**config.mk**
```make
export PLATFORM = sky130hd
export DESIGN_NAME = pong_engine
export DESIGN_NICKNAME = d
export VERILOG_FILES = /design/src/rtl/pong_pkg.sv /design/src/rtl/pong_renderer.sv /design/src/rtl/pong_engine.sv
export SDC_FILE = /design/constraint.sdc
export NUM_CORES = 1
export LEC_CHECK = 0
export ABC_AREA = 1
export BUFFER_PORTS_ARGS = -buffer_cell sky130_fd_sc_hd__buf_4
export CAP_MARGIN = 30
export CORE_ASPECT_RATIO = 2
export CORE_MARGIN = 4
export CORE_UTILIZATION = 55
export DETAILED_ROUTE_END_ITERATION = 8
export GPL_TIMING_DRIVEN = 0
export HOLD_SLACK_MARGIN = 0.12
export PLACE_DENSITY_LB_ADDON = 0.1
export SLEW_MARGIN = 20
export SYNTH_ARGS = -nofsm -noshare
export SYNTH_HDL_FRONTEND = slang
export SYNTH_SLANG_ARGS = --single-unit
```
**constraint.sdc**
```tcl
create_clock -name clk -period 2.5 [get_ports clk]
set_input_delay 0.5 -clock clk [delete_from_list [all_inputs] [get_ports clk]]
set_output_delay 0.5 -clock clk [all_outputs]
set_load 0.02 [all_outputs]
```
**src/rtl/pong_pkg.sv**
```systemverilog
// rtl/pong_pkg.sv - shared types, colours and hit-test helper for the pong core
package pong_pkg;

  typedef enum logic [1:0] {SERVE, PLAY, POINT, OVER} state_t;

  typedef struct packed {
    logic [1:0] r;
    logic [1:0] g;
    logic [1:0] b;
  } rgb_t;

  localparam rgb_t COLOUR_BG      = '{r: 2'd0, g: 2'd0, b: 2'd0};
  localparam rgb_t COLOUR_BALL    = '{r: 2'd3, g: 2'd3, b: 2'd3};
  localparam rgb_t COLOUR_PADDLE1 = '{r: 2'd3, g: 2'd0, b: 2'd0};
  localparam rgb_t COLOUR_PADDLE2 = '{r: 2'd0, g: 2'd0, b: 2'd3};
  localparam rgb_t COLOUR_NET     = '{r: 2'd1, g: 2'd1, b: 2'd1};

  localparam logic DIR_RIGHT = 1'b1;
  localparam logic DIR_LEFT  = 1'b0;
  localparam logic DIR_DOWN  = 1'b1;
  localparam logic DIR_UP    = 1'b0;

  // Modular difference at w bits, so positions left of / above origin wrap high and miss.
  function automatic logic in_span(input logic [31:0] pos, input logic [31:0] origin,
                                   input logic [31:0] size, input int w);
    logic [31:0] mask;
    mask = (32'd1 << w) - 32'd1;
    return ((pos - origin) & mask) < size;
  endfunction

endpackage

```
**src/rtl/pong_renderer.sv**
```systemverilog
// rtl/pong_renderer.sv - per-pixel colour generation with one registered stage
module pong_renderer
  import pong_pkg::*;
#(
  parameter int COORD_W      = 10,
  parameter int SCREEN_W     = 640,
  parameter int BALL_SIZE    = 4,
  parameter int PADDLE_W     = 4,
  parameter int PADDLE_H     = 50,
  parameter int PADDLE1_HPOS = 10,
  parameter int PADDLE2_HPOS = 626,
  parameter int NET_W        = 3
) (
  input  logic               clk,
  input  logic               reset,
  input  logic [COORD_W-1:0] hpos,
  input  logic [COORD_W-1:0] vpos,
  input  logic               de,
  input  logic [COORD_W-1:0] ball_hpos,
  input  logic [COORD_W-1:0] ball_vpos,
  input  logic               ball_visible,
  input  logic [COORD_W-1:0] paddle1_vpos,
  input  logic [COORD_W-1:0] paddle2_vpos,
  output logic [1:0]         r,
  output logic [1:0]         g,
  output logic [1:0]         b
);

  rgb_t pix, pix_q;
  logic on_ball, on_paddle1, on_paddle2, on_net;

  always_comb begin
    on_ball    = ball_visible
               && in_span(32'(hpos), 32'(ball_hpos), 32'(BALL_SIZE), COORD_W)
               && in_span(32'(vpos), 32'(ball_vpos), 32'(BALL_SIZE), COORD_W);
    on_paddle1 = in_span(32'(hpos), 32'(PADDLE1_HPOS), 32'(PADDLE_W), COORD_W)
               && in_span(32'(vpos), 32'(paddle1_vpos), 32'(PADDLE_H), COORD_W);
    on_paddle2 = in_span(32'(hpos), 32'(PADDLE2_HPOS), 32'(PADDLE_W), COORD_W)
               && in_span(32'(vpos), 32'(paddle2_vpos), 32'(PADDLE_H), COORD_W);
    // Dashed net: drawn on alternate 8-line bands.
    on_net     = in_span(32'(hpos), 32'(SCREEN_W / 2 - NET_W / 2), 32'(NET_W), COORD_W)
               && vpos[3];
    pix = COLOUR_BG;
    if (!de)             pix = COLOUR_BG;
    else if (on_ball)    pix = COLOUR_BALL;
    else if (on_paddle1) pix = COLOUR_PADDLE1;
    else if (on_paddle2) pix = COLOUR_PADDLE2;
    else if (on_net)     pix = COLOUR_NET;
  end

  always_ff @(posedge clk) begin
    if (reset) pix_q <= COLOUR_BG;
    else       pix_q <= pix;
  end

  assign r = pix_q.r;
  assign g = pix_q.g;
  assign b = pix_q.b;

endmodule

```
**src/rtl/pong_engine.sv**
```systemverilog
// rtl/pong_engine.sv - two-player pong game state, ball physics, scoring and rendering
module pong_engine
  import pong_pkg::*;
#(
  parameter int COORD_W      = 10,
  parameter int SCREEN_W     = 640,
  parameter int SCREEN_H     = 480,
  parameter int BALL_SIZE    = 4,
  parameter int BALL_SPEED   = 4,
  parameter int PADDLE_W     = 4,
  parameter int PADDLE_H     = 50,
  parameter int PADDLE1_HPOS = 10,
  parameter int PADDLE2_HPOS = 626,
  parameter int NET_W        = 3,
  parameter int SCORE_W      = 4,
  parameter int SCORE_MAX    = 9,
  parameter int POINT_FRAMES = 60
) (
  input  logic               clk,
  input  logic               reset,
  input  logic               frame_start,
  input  logic               serve,
  input  logic [COORD_W-1:0] paddle1_next,
  input  logic [COORD_W-1:0] paddle2_next,
  input  logic [COORD_W-1:0] hpos,
  input  logic [COORD_W-1:0] vpos,
  input  logic               de,
  output logic [1:0]         r,
  output logic [1:0]         g,
  output logic [1:0]         b,
  output logic [SCORE_W-1:0] score1,
  output logic [SCORE_W-1:0] score2,
  output logic               game_over
);

  localparam int CNT_W = $clog2(POINT_FRAMES + 1);
  localparam logic [COORD_W-1:0] BALL_X0      = COORD_W'(SCREEN_W / 2);
  localparam logic [COORD_W-1:0] BALL_Y0      = COORD_W'(SCREEN_H / 2);
  localparam logic [COORD_W-1:0] SPEED        = COORD_W'(BALL_SPEED);
  localparam logic [COORD_W-1:0] RIGHT_LIMIT  = COORD_W'(SCREEN_W - BALL_SIZE - BALL_SPEED);
  localparam logic [COORD_W-1:0] BOTTOM_LIMIT = COORD_W'(SCREEN_H - BALL_SIZE - BALL_SPEED);
  localparam logic [COORD_W-1:0] PADDLE_MAX   = COORD_W'(SCREEN_H - PADDLE_H);
  localparam logic [COORD_W-1:0] PADDLE_Y0    = COORD_W'((SCREEN_H - PADDLE_H) / 2);
  localparam logic [SCORE_W-1:0] SCORE_TOP    = SCORE_W'(SCORE_MAX);
  localparam logic [CNT_W-1:0]   CNT_LAST     = CNT_W'(POINT_FRAMES - 1);

  state_t             state, state_next;
  logic [COORD_W-1:0] ball_hpos, ball_vpos, ball_hpos_next, ball_vpos_next;
  logic [COORD_W-1:0] paddle1_vpos, paddle2_vpos;
  logic               h_dir, v_dir, h_dir_next, v_dir_next;
  logic [SCORE_W-1:0] score1_next, score2_next;
  logic [CNT_W-1:0]   point_cnt, point_cnt_next;
  logic               hit1, hit2, ball_visible;

  // Interval overlap of the ball with a span, expressed as a widened single hit-test.
  function automatic logic overlaps(input logic [COORD_W-1:0] ball,
                                    input logic [COORD_W-1:0] origin, input int len);
    return in_span(32'(ball), 32'(origin) - 32'(BALL_SIZE - 1),
                   32'(len + BALL_SIZE - 1), COORD_W);
  endfunction

  function automatic logic [SCORE_W-1:0] sat_inc(input logic [SCORE_W-1:0] s);
    return (s == SCORE_TOP) ? s : s + 1'b1;
  endfunction

  always_comb begin
    hit1 = overlaps(ball_hpos, COORD_W'(PADDLE1_HPOS), PADDLE_W)
        && overlaps(ball_vpos, paddle1_vpos, PADDLE_H);
    hit2 = overlaps(ball_hpos, COORD_W'(PADDLE2_HPOS), PADDLE_W)
        && overlaps(ball_vpos, paddle2_vpos, PADDLE_H);
  end

  always_comb begin
    state_next     = state;
    ball_hpos_next = ball_hpos;
    ball_vpos_next = ball_vpos;
    h_dir_next     = h_dir;
    v_dir_next     = v_dir;
    score1_next    = score1;
    score2_next    = score2;
    point_cnt_next = point_cnt;
    case (state)
      SERVE: begin
        ball_hpos_next = BALL_X0;
        ball_vpos_next = BALL_Y0;
        if (serve) state_next = PLAY;
      end
      PLAY: begin
        if (hit1)      h_dir_next = DIR_RIGHT;
        else if (hit2) h_dir_next = DIR_LEFT;
        if (ball_vpos < SPEED && v_dir == DIR_UP)                v_dir_next = DIR_DOWN;
        else if (ball_vpos >= BOTTOM_LIMIT && v_dir == DIR_DOWN) v_dir_next = DIR_UP;
        // h_dir already points at the conceding side, so it is kept through POINT.
        if (!hit1 && !hit2 && h_dir == DIR_LEFT && ball_hpos < SPEED) begin
          score2_next    = sat_inc(score2);
          point_cnt_next = '0;
          state_next     = POINT;
        end else if (!hit1 && !hit2 && h_dir == DIR_RIGHT && ball_hpos >= RIGHT_LIMIT) begin
          score1_next    = sat_inc(score1);
          point_cnt_next = '0;
          state_next     = POINT;
        end else begin
          ball_hpos_next = (h_dir_next == DIR_RIGHT) ? ball_hpos + SPEED : ball_hpos - SPEED;
          ball_vpos_next = (v_dir_next == DIR_DOWN)  ? ball_vpos + SPEED : ball_vpos - SPEED;
        end
      end
      POINT: begin
        if (point_cnt == CNT_LAST) begin
          ball_hpos_next = BALL_X0;
          ball_vpos_next = BALL_Y0;
          state_next     = (score1 == SCORE_TOP || score2 == SCORE_TOP) ? OVER : SERVE;
        end else begin
          point_cnt_next = point_cnt + 1'b1;
        end
      end
      OVER: begin
        if (serve) begin
          score1_next = '0;
          score2_next = '0;
          state_next  = SERVE;
        end
      end
      default: state_next = SERVE;
    endcase
  end

  always_ff @(posedge clk) begin
    if (reset) begin
      state        <= SERVE;
      ball_hpos    <= BALL_X0;
      ball_vpos    <= BALL_Y0;
      h_dir        <= DIR_RIGHT;
      v_dir        <= DIR_DOWN;
      score1       <= '0;
      score2       <= '0;
      point_cnt    <= '0;
      paddle1_vpos <= PADDLE_Y0;
      paddle2_vpos <= PADDLE_Y0;
    end else if (frame_start) begin
      state        <= state_next;
      ball_hpos    <= ball_hpos_next;
      ball_vpos    <= ball_vpos_next;
      h_dir        <= h_dir_next;
      v_dir        <= v_dir_next;
      score1       <= score1_next;
      score2       <= score2_next;
      point_cnt    <= point_cnt_next;
      paddle1_vpos <= (paddle1_next > PADDLE_MAX) ? PADDLE_MAX : paddle1_next;
      paddle2_vpos <= (paddle2_next > PADDLE_MAX) ? PADDLE_MAX : paddle2_next;
    end
  end

  assign game_over    = (state == OVER);
  assign ball_visible = (state == SERVE) || (state == PLAY);

  pong_renderer #(
    .COORD_W(COORD_W), .SCREEN_W(SCREEN_W), .BALL_SIZE(BALL_SIZE),
    .PADDLE_W(PADDLE_W), .PADDLE_H(PADDLE_H), .PADDLE1_HPOS(PADDLE1_HPOS),
    .PADDLE2_HPOS(PADDLE2_HPOS), .NET_W(NET_W)
  ) u_renderer (
    .clk(clk), .reset(reset), .hpos(hpos), .vpos(vpos), .de(de),
    .ball_hpos(ball_hpos), .ball_vpos(ball_vpos), .ball_visible(ball_visible),
    .paddle1_vpos(paddle1_vpos), .paddle2_vpos(paddle2_vpos),
    .r(r), .g(g), .b(b)
  );

endmodule
```
Yosys cells after proc, flatten, opt, wreduce, memory -nomap -nowiden
Cells that the tools add are included.

cells by class
  add/sub/neg operators = 20
  multiply operators = 0
  div/mod/pow operators = 0
  magnitude comparators = 17
  eq/ne operators = 17
  shifts and indexed selects = 0
  mux-type cells = 41
  bitwise logic cells = 3
  reductions and logical operators = 29

operator list
  cell                                                            number
  2-to-1 mux 10 bit                                               10
  < comparator 10 x 3 -> 1 bit, second input constant             8
  one-hot mux 10 bit (3 select lines)                             2
  subtractor 10 bit                                               6
  < comparator 10 x 6 -> 1 bit, second input constant             4
  2-to-1 mux 6 bit                                                6
  subtractor 10 x 3 -> 10 bit, second input constant              3
  2-to-1 mux 4 bit                                                6
  adder 10 x 3 -> 10 bit, second input constant                   2
  greater-than comparator 10 x 9 -> 1 bit, second input constant  2
  inequality test 2 bit, second input constant                    10
  subtractor 10 bit, second input constant                        2
  subtractor 10 x 2 -> 10 bit, second input constant              2
  one-hot mux 4 bit (2 select lines)                              2
  AND reduction 5 bit                                             3
  logical AND 1 bit                                               14
  2-to-1 mux 2 bit                                                6
  one-hot mux 6 bit (2 select lines)                              1
  >= comparator 10 bit, second input constant                     1
  >= comparator 10 x 9 -> 1 bit, second input constant            1
  < comparator 10 x 2 -> 1 bit, second input constant             1
  subtractor 10 x 4 -> 10 bit, second input constant              1
  subtractor 10 x 9 -> 10 bit, second input constant              1
  adder 4 x 1 -> 4 bit, second input constant                     2
  other kinds (19)                                                31

storage, ports and cells
  flip-flop bits (word level) = 64
  bits in latches = 0
  RAM bits = 0
  ROM bits = 0
  input bits = 45
  output and inout port bits = 15
  word-level logic and storage cells = 140
  memories kept = 0

Depth between registers and ports, before layout
  depth after elaboration = 11
  depth in mapped cells = 22
  depth with buffers taken out = 22

Hierarchy
Synthesis repeated with hierarchy kept, for this count alone.

second synthesis, totals
  cells, all modules = 1153
  area, all modules = 6921.6 um^2

by module, submodules not included
  module         instances  cells an instance  area each (um^2)  seq. area each (um^2)
  pong_engine    1          677                4419.2            1081.0
  pong_renderer  1          476                2502.4            120.1

Least setup slack after synthesis
Ideal clock, no wire load.

  kind = reg-to-reg
  from = reg ball_vpos[2]
  to = reg ball_vpos[7]
  library setup time = 134 ps
  data arrival time = 2370 ps
  data required time = 2366 ps
  setup slack = -4 ps
  stages on the path, launching flop included = 16
  buffers on the path = 1
  period minus slack after synthesis = 2504 ps
  path through = dfxtp_1 > inv_1 > ha_1 > inv_1 > fa_1 > o21ai_0 > nand2_1 > nand3_1 > nor2_1 > nor2_1 > nand3_4 > nand4_1 > nand3_2 > buf_6 > nand2_1 > nand3_1

between the ends
  word-level cells in the longest chain between the ends = 9
  elaborated cells between the ends (all ways) = 29
  classes of those cells = add/sub: 4; order compare: 4; eq/ne: 2; mux: 7; reduce/logical: 12

RTL lines
  element                                                                                      RTL line                                                 RTL
  start, declared                                                                              pong_engine.sv:48                                        logic [COORD_W-1:0] ball_hpos, ball_vpos, ball_hpos_next, ball_vpos_next;
  start signal, assigned                                                                       pong_engine.sv:142                                       ball_vpos <= ball_vpos_next;
  subtractor 10 bit / >= comparator 10 x 9 -> 1 bit (equally long branches)                    pong_pkg.sv:28, pong_engine.sv:92
  < comparator 10 x 6 -> 1 bit / logical AND 1 bit (equally long branches)                     pong_pkg.sv:28, pong_engine.sv:92
  logical AND 1 bit, or another cell as far along                                              pong_engine.sv:68                                        && overlaps(ball_vpos, paddle1_vpos, PADDLE_H);
  logical NOT 1 bit / 2-to-1 mux 1 bit (equally long branches)                                 pong_engine.sv:94, pong_engine.sv:98, pong_engine.sv:91
  logical AND 1 bit / 2-to-1 mux 1 bit (equally long branches)                                 pong_engine.sv:94, pong_engine.sv:98, pong_engine.sv:82
  logical AND 1 bit, or another cell as far along (2 in series)                                pong_engine.sv:98                                        end else if (!hit1 && !hit2 && h_dir == DIR_RIGHT && ball_hpos >= RIGHT_LIMIT) begin
  inequality test 2 bit (no line) / 2-to-1 mux 10 bit (equally long branches)                  -
  AND reduction 5 bit (no line) / one-hot mux 10 bit (3 select lines) (equally long branches)  -

Several ways; a longest one is shown, not always the timed one. The select of a mux whose other input is x is not followed.
A chain may end at the register's enable or synchronous reset.

Final worst setup path
  from = reg ball_vpos[6]
  to = reg ball_vpos[2]

The elaborated chain is that of the path after synthesis.

==> metrics.yaml <==
area_growth_pct: 26.0
hpwl_mm: 14.5
dieArea_mm2: 0.0130
antenna_found_initial: 0
path_clk_slew_ns: 0.05
vias_per_cell: 5.67
violations: "negative setup slack"
grt_pass1_vias: 6408
hp-class: "input pin to flip-flop"
critPathKind: "flip-flop to flip-flop"
period_needed_ns: 2.62
post_route_cells_drive_above_1_share_pct: 21.5
ff_latch_area_mm2: 0.00123
cap_viol_max_count: 0
multi_input_area_mm2: 0.00480
synth_cell_type_count: 44
ir_drop_mv: 0.437
cp-end-kind: "flip-flop"
place_congestion: 0.928
grt_max_degree: 11
root_buffer: "clkbuf_16"
required_ns: 2.69
fmax_mhz: 382
slew_headroom_pct: 50.1
worstPathArrival_ns: 2.81
drt-pass1-iter-count: 5
synth_edf_count: 0
critical_path.startpoint_type: "flip-flop"
die_w_um: 82.5
final_core_util_pct: 70.8
grt_first_pass_wirelength_mm: 29.5
fillers: 936
fin_cells: 1187
hold_viol_final: 0
overflow: 0
nNetsFinal: 1165
cts_tree: "done"
cts_buffer_depth: 2
rsz0062_at_grt: "yes"
num_vias: 6729
cts_buffers: 9
status: "finished with violations"
finalCritPeriodShare_pct: 105
syn_inst: 950
cts-htree-levels: 3
synth_top_flop_cell: "dfxtp_1"
finalWorstSetupSlack_ns: -0.117
initial_utilization_pct: 56.2
drtAntennaViolNets: 0
postSynth.asyncResetShare_pct: 0
drt_iter0_drc: 402
dp_cells: 1154
num_io_pins: 60
postSynthAreaPerCell_um2: 6.43
powerDensity_mw_per_mm2: 466
ys_seq_elements: 60
fin_tns_setup_ns: -1.44
drc_errors: 0
clk_latency_ns: 0.34
diodes: 0
die_h_um: 157
fp-row-count: 54
yosys_warnings: 0
synth-seq-area-share_pct: 19.7
fin_skew_ns: 0.00605
setup_viol: 16
worstMarginPinSlew_ns: 0.740
netlist_area_mm2: 0.00611
p_leak_nw: 3.68
hold_buffers: 0
core-area_mm2: 0.0109
power_mw: 3.59
port_buffers: 59
clock-sinks: 60
cp_max_fo: 7
gr-usage-all-layers_pct: 29.7
wl_mm: 19.6
wl_per_cell_um: 16.5
slew_violations: 0
## metrics by stage
step                setup slack, ns  hold WS, ns  instance area [um^2]
global route                 -0.298        0.415                  7700
detailed placement           -0.444        0.459                  6750
global placement             -0.444        0.448                  6750
floorplan                    0.0248        0.437                  6130
CTS                         -0.0320        0.390                  7390
finish                       -0.117        0.394                  7700
## registers in the layout, indices dropped and copies added (netlist names), 2 cells and up
register and flops:
u_renderer.r 2, score2 4, score1 4, paddle2_vpos 10, ball_hpos 8, paddle1_vpos 10, point_cnt 6, state 2
u_renderer.b 2, ball_vpos 8, u_renderer.g 2
## cell usage after synthesis, types with 2 or more instances
cell type	n	area [um^2]
nand2_1	247	927
inv_1	127	477
nand3_1	90	450
nor2_1	83	312
ha_1	73	913
dfxtp_1	60	1200
a21oi_1	47	235
o21ai_0	37	185
xor2_1	30	263
nand4_1	18	113
xnor2_1	16	140
inv_2	10	37.5
nand3b_1	10	75.1
nor3_1	9	45.0
clkbuf_1	8	30.0
o211ai_1	8	60.1
nand2_2	7	43.8
a31oi_1	6	37.5
buf_2	6	30.0
nor4_1	6	37.5
o21bai_1	6	45.0
nor2_2	5	31.3
fa_1	4	80.1
o32ai_1	4	35.0
a21oi_2	3	26.3
nand3_2	3	30.0
a211oi_1	2	15.0
a21o_1	2	15.0
a221oi_1	2	17.5
and3_1	2	12.5
buf_6	2	22.5
nand3_4	2	35.0
nor2_4	2	22.5
or2_1	2	12.5
or2_2	2	12.5
## power breakdown
part,switching [mW],leakage (nW),internal [mW],total [mW]
clock,0.455,0.135,0.716,1.17
sequential,0.0478,0.493,0.995,1.04
combinational,0.806,3.05,0.572,1.38
## critical path: stages (launching register included)
cell       delay (ns)
dfxtp_4          0.44
ha_4             0.24
ha_4             0.26
nand2_1          0.07
nand2_1          0.10
a21oi_2          0.22
nand2_2          0.08
nand2_1          0.08
nand3_1          0.08
nor2_2           0.15
nand2_4          0.10
nand4_4          0.12
buf_6            0.11
nand3_4          0.11
clkbuf_16        0.20
nand2_1          0.07
a21oi_2          0.05
## layout by cell type (no fill, tap or decap), types with 7 or more instances in the layout
cell and instances:
nand4_1 18, ha_4 25, o21ai_1 10, dfxtp_4 7, o211ai_1 8, nand2_1 223, nand3b_1 10, a21oi_1 39
nor2_1 80, inv_2 22, nor2_2 8, xnor2_1 16, nand3_2 7, nand3_1 86, o21ai_0 28, inv_1 114
nand2_2 29, a21oi_2 11, dfxtp_1 51, ha_1 47, clkbuf_1 10, nor3_1 8, xor2_1 30, clkbuf_16 10
buf_4 71
## final timing paths
check             slack, ns  cells past startpoint       startpoint         endpoint
setup / recovery      -0.12                     16     ball_vpos[6]     ball_vpos[2]
setup reg to reg      -0.12                     16     ball_vpos[6]     ball_vpos[2]
hold reg to reg        0.48                      2  paddle2_vpos[1]  paddle2_vpos[1]
hold / removal         0.39                      3  paddle2_next[2]  paddle2_vpos[2]
## timing repair
| item | CTS | global route |
|---|---|---|
| endpoints found under the setup margin | 33 | 38 |
| setup buffers | 9 | 6 |
| pin swaps | 14 | 10 |
| resized for setup | 46 | 66 |
| gates cloned | 1 | 2 |
| hold endpoints to repair | 0 | 0 |
## area by class of cell
cell class                      instances  area share, %
Clock buffer                           13           3.38
Sequential cell                        60           16.0
Clock inverter                          2          0.130
Buffer                                 16           1.12
Tap cell                              140           2.27
Multi-Input combinational cell        743           62.3
Inverter                              137           6.74
Timing Repair Buffer                   76           8.06
## logic make-up (layout without fill, tap and decap cells)
kind of cell / Yosys count / count (layout) / share of synthesized area [%]
buffers and inverters: 153 / 244 / 9.77
DFF: 60 / 60 / 19.7
and+or+nand+nor: 492 / 493 / 36.2
xor gates and xnor gates: 46 / 46 / 6.59
AOI/OAI and AO/OA: 121 / 121 / 11.4
other: 1 / 6 / 0.0614
adders and majority gates: 77 / 77 / 16.3
## per-layer routing
metal | up-vias | GRT usage, % | wire [um]
met5 | - | 0 | 0
met4 | 0 | 23.4 | 1780
met3 | 103 | 5.04 | 981
met2 | 249 | 52.8 | 10000
met1 | 3090 | 29.0 | 6740
li1 | 3287 | - | -
Note: power is estimated with default switching activity, not from simulation.
